===== config.mk =====
export PLATFORM = sky130hd
export DESIGN_NAME = serial_frame_collector
export DESIGN_NICKNAME = d
export VERILOG_FILES = /design/src/rtl/fnn_pkg.sv /design/src/rtl/serial_frame_collector_argmax.sv /design/src/rtl/serial_frame_collector.sv
export SDC_FILE = /design/constraint.sdc
export NUM_CORES = 1
export LEC_CHECK = 0
export ABC_AREA = 1
export BUFFER_PORTS_ARGS = -buffer_cell sky130_fd_sc_hd__buf_2
export CAP_MARGIN = 25
export CORE_MARGIN = 3
export CORE_UTILIZATION = 57
export CTS_CLUSTER_SIZE = 25
export DETAILED_ROUTE_END_ITERATION = 7
export PLACE_DENSITY = 0.83
export SLEW_MARGIN = 20
export SYNTH_ARGS = -nofsm -noshare
export SYNTH_HDL_FRONTEND = slang
export SYNTH_SLANG_ARGS = --single-unit

===== constraint.sdc =====
create_clock -name clk -period 6.5 [get_ports clk]
set_input_delay 0.65 -clock clk [delete_from_list [all_inputs] [get_ports clk]]
set_output_delay 0.65 -clock clk [all_outputs]
set_load 0.1 [all_outputs]

===== src/rtl/fnn_pkg.sv =====
// Shared types and constants for the layer-serialization receive path.
package fnn_pkg;

  localparam int unsigned WORD_W = 16;
  localparam int unsigned MAX_W  = 64;

  typedef enum logic [1:0] {IDLE, COLLECT, HOLD} state_e;

  typedef logic signed [WORD_W-1:0] word_t;

  // Most-negative two's-complement value of the given width, zero-extended to MAX_W.
  function automatic logic [MAX_W-1:0] most_negative(input int unsigned width);
    logic [MAX_W-1:0] v;
    v = '0;
    v[width-1] = 1'b1;
    return v;
  endfunction

endpackage


===== src/rtl/serial_frame_collector_argmax.sv =====
// Registered signed running-max; ties keep the earlier (lower) index.
module argmax_tracker
  import fnn_pkg::*;
#(
  parameter int DATA_WIDTH = 16,
  parameter int IDX_W      = 4
) (
  input  logic                         clk,
  input  logic                         rst,
  input  logic                         clear_i,
  input  logic                         load_i,
  input  logic [IDX_W-1:0]             idx_i,
  input  logic signed [DATA_WIDTH-1:0] val_i,
  output logic [IDX_W-1:0]             max_idx_o,
  output logic signed [DATA_WIDTH-1:0] max_val_o
);
  localparam logic [DATA_WIDTH-1:0] MOST_NEG = DATA_WIDTH'(most_negative(DATA_WIDTH));

  logic [IDX_W-1:0]             max_idx_q;
  logic signed [DATA_WIDTH-1:0] max_val_q;

  always_ff @(posedge clk) begin
    if (rst) begin
      max_idx_q <= '0;
      max_val_q <= '0;
    end else if (clear_i && load_i) begin
      // word 0 of a new frame loads unconditionally
      max_idx_q <= idx_i;
      max_val_q <= val_i;
    end else if (clear_i) begin
      max_idx_q <= '0;
      max_val_q <= MOST_NEG;
    end else if (load_i && (val_i > max_val_q)) begin
      max_idx_q <= idx_i;
      max_val_q <= val_i;
    end
  end

  assign max_idx_o = max_idx_q;
  assign max_val_o = max_val_q;
endmodule


===== src/rtl/serial_frame_collector.sv =====
// Reassembles N_WORDS serial words into one parallel frame, tracks its argmax, and holds it until acked.
module serial_frame_collector
  import fnn_pkg::*;
#(
  parameter int N_WORDS    = 4,
  parameter int DATA_WIDTH = 16,
  parameter int IDX_W      = 4
) (
  input  logic                          clk,
  input  logic                          rst,
  input  logic                          start_in,
  input  logic                          valid_in,
  input  logic [DATA_WIDTH-1:0]         data_in,
  input  logic                          ack_in,
  input  logic                          clear_err,
  output logic [N_WORDS*DATA_WIDTH-1:0] data_out,
  output logic [IDX_W-1:0]              max_idx,
  output logic [DATA_WIDTH-1:0]         max_val,
  output logic                          frame_valid,
  output logic                          done_out,
  output logic                          busy,
  output logic                          err_overflow,
  output logic                          err_short
);
  state_e           state_q;
  logic [IDX_W-1:0] cnt_q;
  logic             frame_valid_q, done_q, busy_q, err_overflow_q, err_short_q;
  logic [DATA_WIDTH-1:0] slot_q [N_WORDS];

  logic             restart, first_word, collect_word, last_word, wr_en;
  logic             overflow_evt, short_evt;
  logic [IDX_W-1:0] wr_idx;
  logic signed [DATA_WIDTH-1:0] track_val;

  always_comb begin
    restart      = start_in && (state_q == IDLE || state_q == COLLECT ||
                                (state_q == HOLD && ack_in));
    first_word   = restart && valid_in;
    collect_word = (state_q == COLLECT) && !start_in && valid_in;
    last_word    = collect_word && (cnt_q == IDX_W'(N_WORDS - 1));
    wr_en        = first_word || collect_word;
    wr_idx       = first_word ? '0 : cnt_q;
    // anything offered while a frame is held (other than an acked restart) is lost
    overflow_evt = (state_q == HOLD) && ((valid_in && !restart) || (start_in && !ack_in));
    short_evt    = (state_q == COLLECT) && start_in;
    track_val    = $signed(data_in);
  end

  generate
    for (genvar gi = 0; gi < N_WORDS; gi++) begin : g_slot
      always_ff @(posedge clk) begin
        if (rst) begin
          slot_q[gi] <= '0;
        end else if (wr_en && (wr_idx == IDX_W'(gi))) begin
          slot_q[gi] <= data_in;
        end
      end
      assign data_out[gi*DATA_WIDTH +: DATA_WIDTH] = slot_q[gi];
    end
  endgenerate

  argmax_tracker #(
    .DATA_WIDTH (DATA_WIDTH),
    .IDX_W      (IDX_W)
  ) u_argmax (
    .clk       (clk),
    .rst       (rst),
    .clear_i   (restart),
    .load_i    (wr_en),
    .idx_i     (wr_idx),
    .val_i     (track_val),
    .max_idx_o (max_idx),
    .max_val_o (max_val)
  );

  always_ff @(posedge clk) begin
    if (rst) begin
      state_q        <= IDLE;
      cnt_q          <= '0;
      frame_valid_q  <= 1'b0;
      done_q         <= 1'b0;
      busy_q         <= 1'b0;
      err_overflow_q <= 1'b0;
      err_short_q    <= 1'b0;
    end else begin
      done_q         <= 1'b0;
      err_overflow_q <= overflow_evt || (err_overflow_q && !clear_err);
      err_short_q    <= short_evt || (err_short_q && !clear_err);
      if (restart) begin
        state_q       <= COLLECT;
        cnt_q         <= valid_in ? IDX_W'(1) : '0;
        frame_valid_q <= 1'b0;
        busy_q        <= 1'b1;
      end else begin
        case (state_q)
          COLLECT: begin
            if (last_word) begin
              state_q       <= HOLD;
              cnt_q         <= '0;
              frame_valid_q <= 1'b1;
              done_q        <= 1'b1;
              busy_q        <= 1'b0;
            end else if (collect_word) begin
              cnt_q <= cnt_q + 1'b1;
            end
          end
          HOLD: begin
            if (ack_in) begin
              state_q       <= IDLE;
              frame_valid_q <= 1'b0;
            end
          end
          default: ;
        endcase
      end
    end
  end

  assign frame_valid  = frame_valid_q;
  assign done_out     = done_q;
  assign busy         = busy_q;
  assign err_overflow = err_overflow_q;
  assign err_short    = err_short_q;
endmodule


==> results.txt <==
The die extent in y is a little over 90 um. The number of instances in the placed design came out at 634. The summed instance area of the synthesized netlist is approximately 4300 um^2. For this run the aggregate overflow at the end of global routing stands at 0. By count the netlist is led by nor2_1 (77), nand2_1 (76), inv_1 (65), edfxtp_1 (64), dfxtp_1 (30). The internal power consumption came out at 912.5 uW.

The congestion estimate from routability-driven global placement came to about 0.84. Row generation in the floorplan step produced 31 rows. The leakage power total is 2.529 nW. The total number of vias is 3329. The highest clock frequency the design can meet came out at approximately 430 MHz. From left edge to right edge, the die measures 93.18 um. The part of the power in the clock network came out at between 20% and 30%.

The post-synth net total is ~480. The switching share of power is 37.58%. The sequential area share after synthesis came out at 58.23%. Counting every sink on the clock net gives between 90 and 100. The total power per unit cell area is 287.5 nW/um^2. The top-level I/O count came out at 111. The average wire length per cell after detail routing is ~14 um. The per-instance average area after synthesis is 9.912 um^2. The register bit total from synthesis is 94. For this configuration, the core starts out at a cell density of between 50% and 60%. The number of library cell types mapped by synthesis came out at 38. The share of power burned in registers is between 40 and 50%. The buffers inserted during post-CTS setup optimization is 0. Setup repair after global routing left no endpoint under its margin. The number of nets in the layout came out at 585.

The number of standard cells in the final layout excluding fillers came out at between 600 and 700. The via count of the first global-routing pass came to ~3100. The run finished with clean final reports. The number of instances resized during post-cts repair is 0. The final design instance area without fill came out at 5085 um^2. The largest area contributor in the synthesized netlist is edfxtp_1.

The highest ir drop seen on vdd is 0.0001491 V. The commonest register cell after synthesis is edfxtp_1. The detailed-route DRC error count is 0.

The relative slew slack is approximately two fifths. The number of vias per cell after detailed routing came out at about 5.1. The number of H-tree branching levels came out at 3. Yosys instantiated no cell more often than nor2_1. The kind of capture point of the worst setup path is a flop.

The post-synthesis instance total came out at approximately 440. The switching power came out at 549.3 uW. The maximum clock skew at final layout is approximately 7.8 ps. The final critical-path setup slack is 4191 ps.

The count of input and output buffers is 110. For this run, asynchronously set or reset flops after synthesis account for 0%. The global-route wire length before repair is 14.90 mm. The clock buffer count from CTS is 9. Total power for the finished layout comes to 1.462 mW. The number of antenna violations at the first check in global routing came out at 0. Max-cap violations in this run came to 0. The pin count of the biggest net entering global routing came out at 33. Yosys mapped a number of flops with a built-in enable equal to 64. The worst hold path passes through 2 cells.

The clock latency at the later pin of the worst-skew pair came out at roughly 370 ps. The wire-length estimate of the detail-placed layout is between 6 and 7 mm. The worst setup path is of the input pin to flop kind.

The clock tree from TritonCTS is built. The floorplan step defined a die boundary enclosing roughly 8700 um^2. The length of routed wiring on met1 came out at 4.007 mm. The nature of the critical path startpoint is an input pin. The data required time at the worst endpoint came out at ~6800 ps.

The core area came out at 7331 um^2. In this run the worst hold path is classified as flop to flop. The total met2 wirelength after detailed routing came out at around 4.5 mm. The number of failing setup endpoints in the final timing report came out at 0.

The top cell type by area accounts for 44.37% of the synthesized area. By area the synthesized netlist is led by edfxtp_1 (44%), dfxtp_1 (14%), nor2_1 (6.7%). The detail route stage leaves a number of antenna-violating nets equal to 0.

After clock tree synthesis, the clock-pin slew on the worst setup and hold paths is approximately 90 ps. The diode insertion count for antenna repair came out at 0. The worst-case setup slack after placement is just under 4000 ps.

Adding up every negative setup slack in the final design gives 0 ps. Dividing the final minimum period by the clock period gives between 30% and 40%. For this design, the CTS-stage hold fixing added 0 buffers. The part of the total power dissipated in combinational logic is between 20% and 30%.

The tree is rooted in a clkbuf_8. In the detailed route, the total length drawn on met3 is about 560 um. The fraction of final layout cells sized beyond drive strength 1 is approximately 28%. The total routing resource utilization after global routing came out at 22.31%. The count of TritonRoute iterations in the first routing pass came out at 5. The arrival time at the worst endpoint is 2580 ps. After detailed routing, no signal wire sits above met4.

Along the worst path, the maximum fanout reaches 32. The synthesis warning total came out at 0. Subtracting the final worst setup slack from the clock period gives roughly 2300 ps. The detailed router finished its first iteration with 209 violations.

The number of endpoints with negative hold slack in the final report was 0. The pin slew with the least headroom to its limit came out at about 920 ps. The depth of the most critical reg-to-reg path came out at 15. The clock passes through at most 2 buffers.

The final layout contains routed wiring with a total length of just over 9 mm. The count of pins over their slew limit is 0. The placement-stage cell area came out at 4881 um^2.

The post-synthesis to final-layout area growth is 17.39%.
[cells in the final DEF, fill, tap and decap left out, drive strengths merged]
cell type / n
ha: 17
and3: 1
bufinv: 1
edfxtp: 64
nand3b: 1
nand4: 5
nand3: 26
xor2: 1
o21bai: 1
o21ai: 7
o22ai: 1
nand2: 79
clkbuf: 9
a31oi: 1
or2: 2
o31ai: 1
dfxtp: 30
inv: 70
o41ai: 1
buf: 112
clkinvlp: 1
nor2: 90
a21oi: 27
nor4: 1
clkinv: 2
[critical path: stages]
cell and delay (ps):
buf_2 110, ha_1 330, nand2_1 100, nor2_2 170, nand2_1 70, nor2_1 140
nand2_1 100, nand2_1 70, nor2_1 40, nand2_2 70, nand3_4 270, nand2_1 260
nand2_1 90, nand2_1 80, inv_1 40
[state kept, by name (all words and copies together), names as in the netlist]
signal	flops
state_q	2
err_overflow	1
err_short	1
cnt_q	4
u_argmax.max_idx_o	4
busy	1
u_argmax.max_val_o	16
slot_q	64
done_out	1
[layout make-up]
type	instances	area (um^2)
multi-input combinational	262	1410
clock inverter	7	80.08
inverter	67	251.5
tap	99	123.9
clock buffer	9	123.9
fill	551	2246
sequential	94	2522
timing repair buffer	112	573.1
[power by group through the flow]
stage / Sequential [mW] / Combinational [mW] / Clock (mW)
3_5_place_dp: 0.695 / 0.381 / 0
2_1_floorplan: 0.914 / 0.105 / 0
6_report: 0.681 / 0.382 / 0.398
4_1_cts: 0.682 / 0.383 / 0.403
5_1_grt: 0.685 / 0.406 / 0.425
3_3_place_gp: 0.694 / 0.376 / 0
[cell families after synthesis]
family / after synthesis / share of synthesized area [%]
and+or+nand+nor: 205 / 22.21
DFF: 94 / 58.23
buffers and inverters: 81 / 9.330
AOI/OAI and AO/OA: 39 / 5.113
adders and majority gates: 17 / 4.910
xor gates and xnor gates: 1 / 0.2022
[layer usage]
layer  GRT usage [%]  vias up
met4           9.890        0
met1           29.38     1539
li1                -     1630
met5               0        -
met2           36.89      141
met3           3.138       19
[worst paths after layout]
| path | startpoint | endpoint | slack, ps |
|---|---|---|---|
| setup reg to reg | u_argmax.max_val_o[15]$_SDFFE_PP0P_ | u_argmax.max_val_o[5]$_SDFFE_PP0P_ | 4190 |
| setup / recovery | data_in[15] | u_argmax.max_val_o[5]$_SDFFE_PP0P_ | 4190 |
| hold reg to reg | busy$_SDFFE_PP0P_ | busy$_SDFFE_PP0P_ | 460 |
| hold / removal | busy$_SDFFE_PP0P_ | busy$_SDFFE_PP0P_ | 460 |
[through the flow]
step	util [%]	hold slack (ps)
global placement	66.38	448.9
global route	69.36	489.3
floorplan	-	449.9
finish	69.36	462.8
CTS	69.36	467.0
detailed placement	66.58	453.7
(Power assumes the default switching activity.)
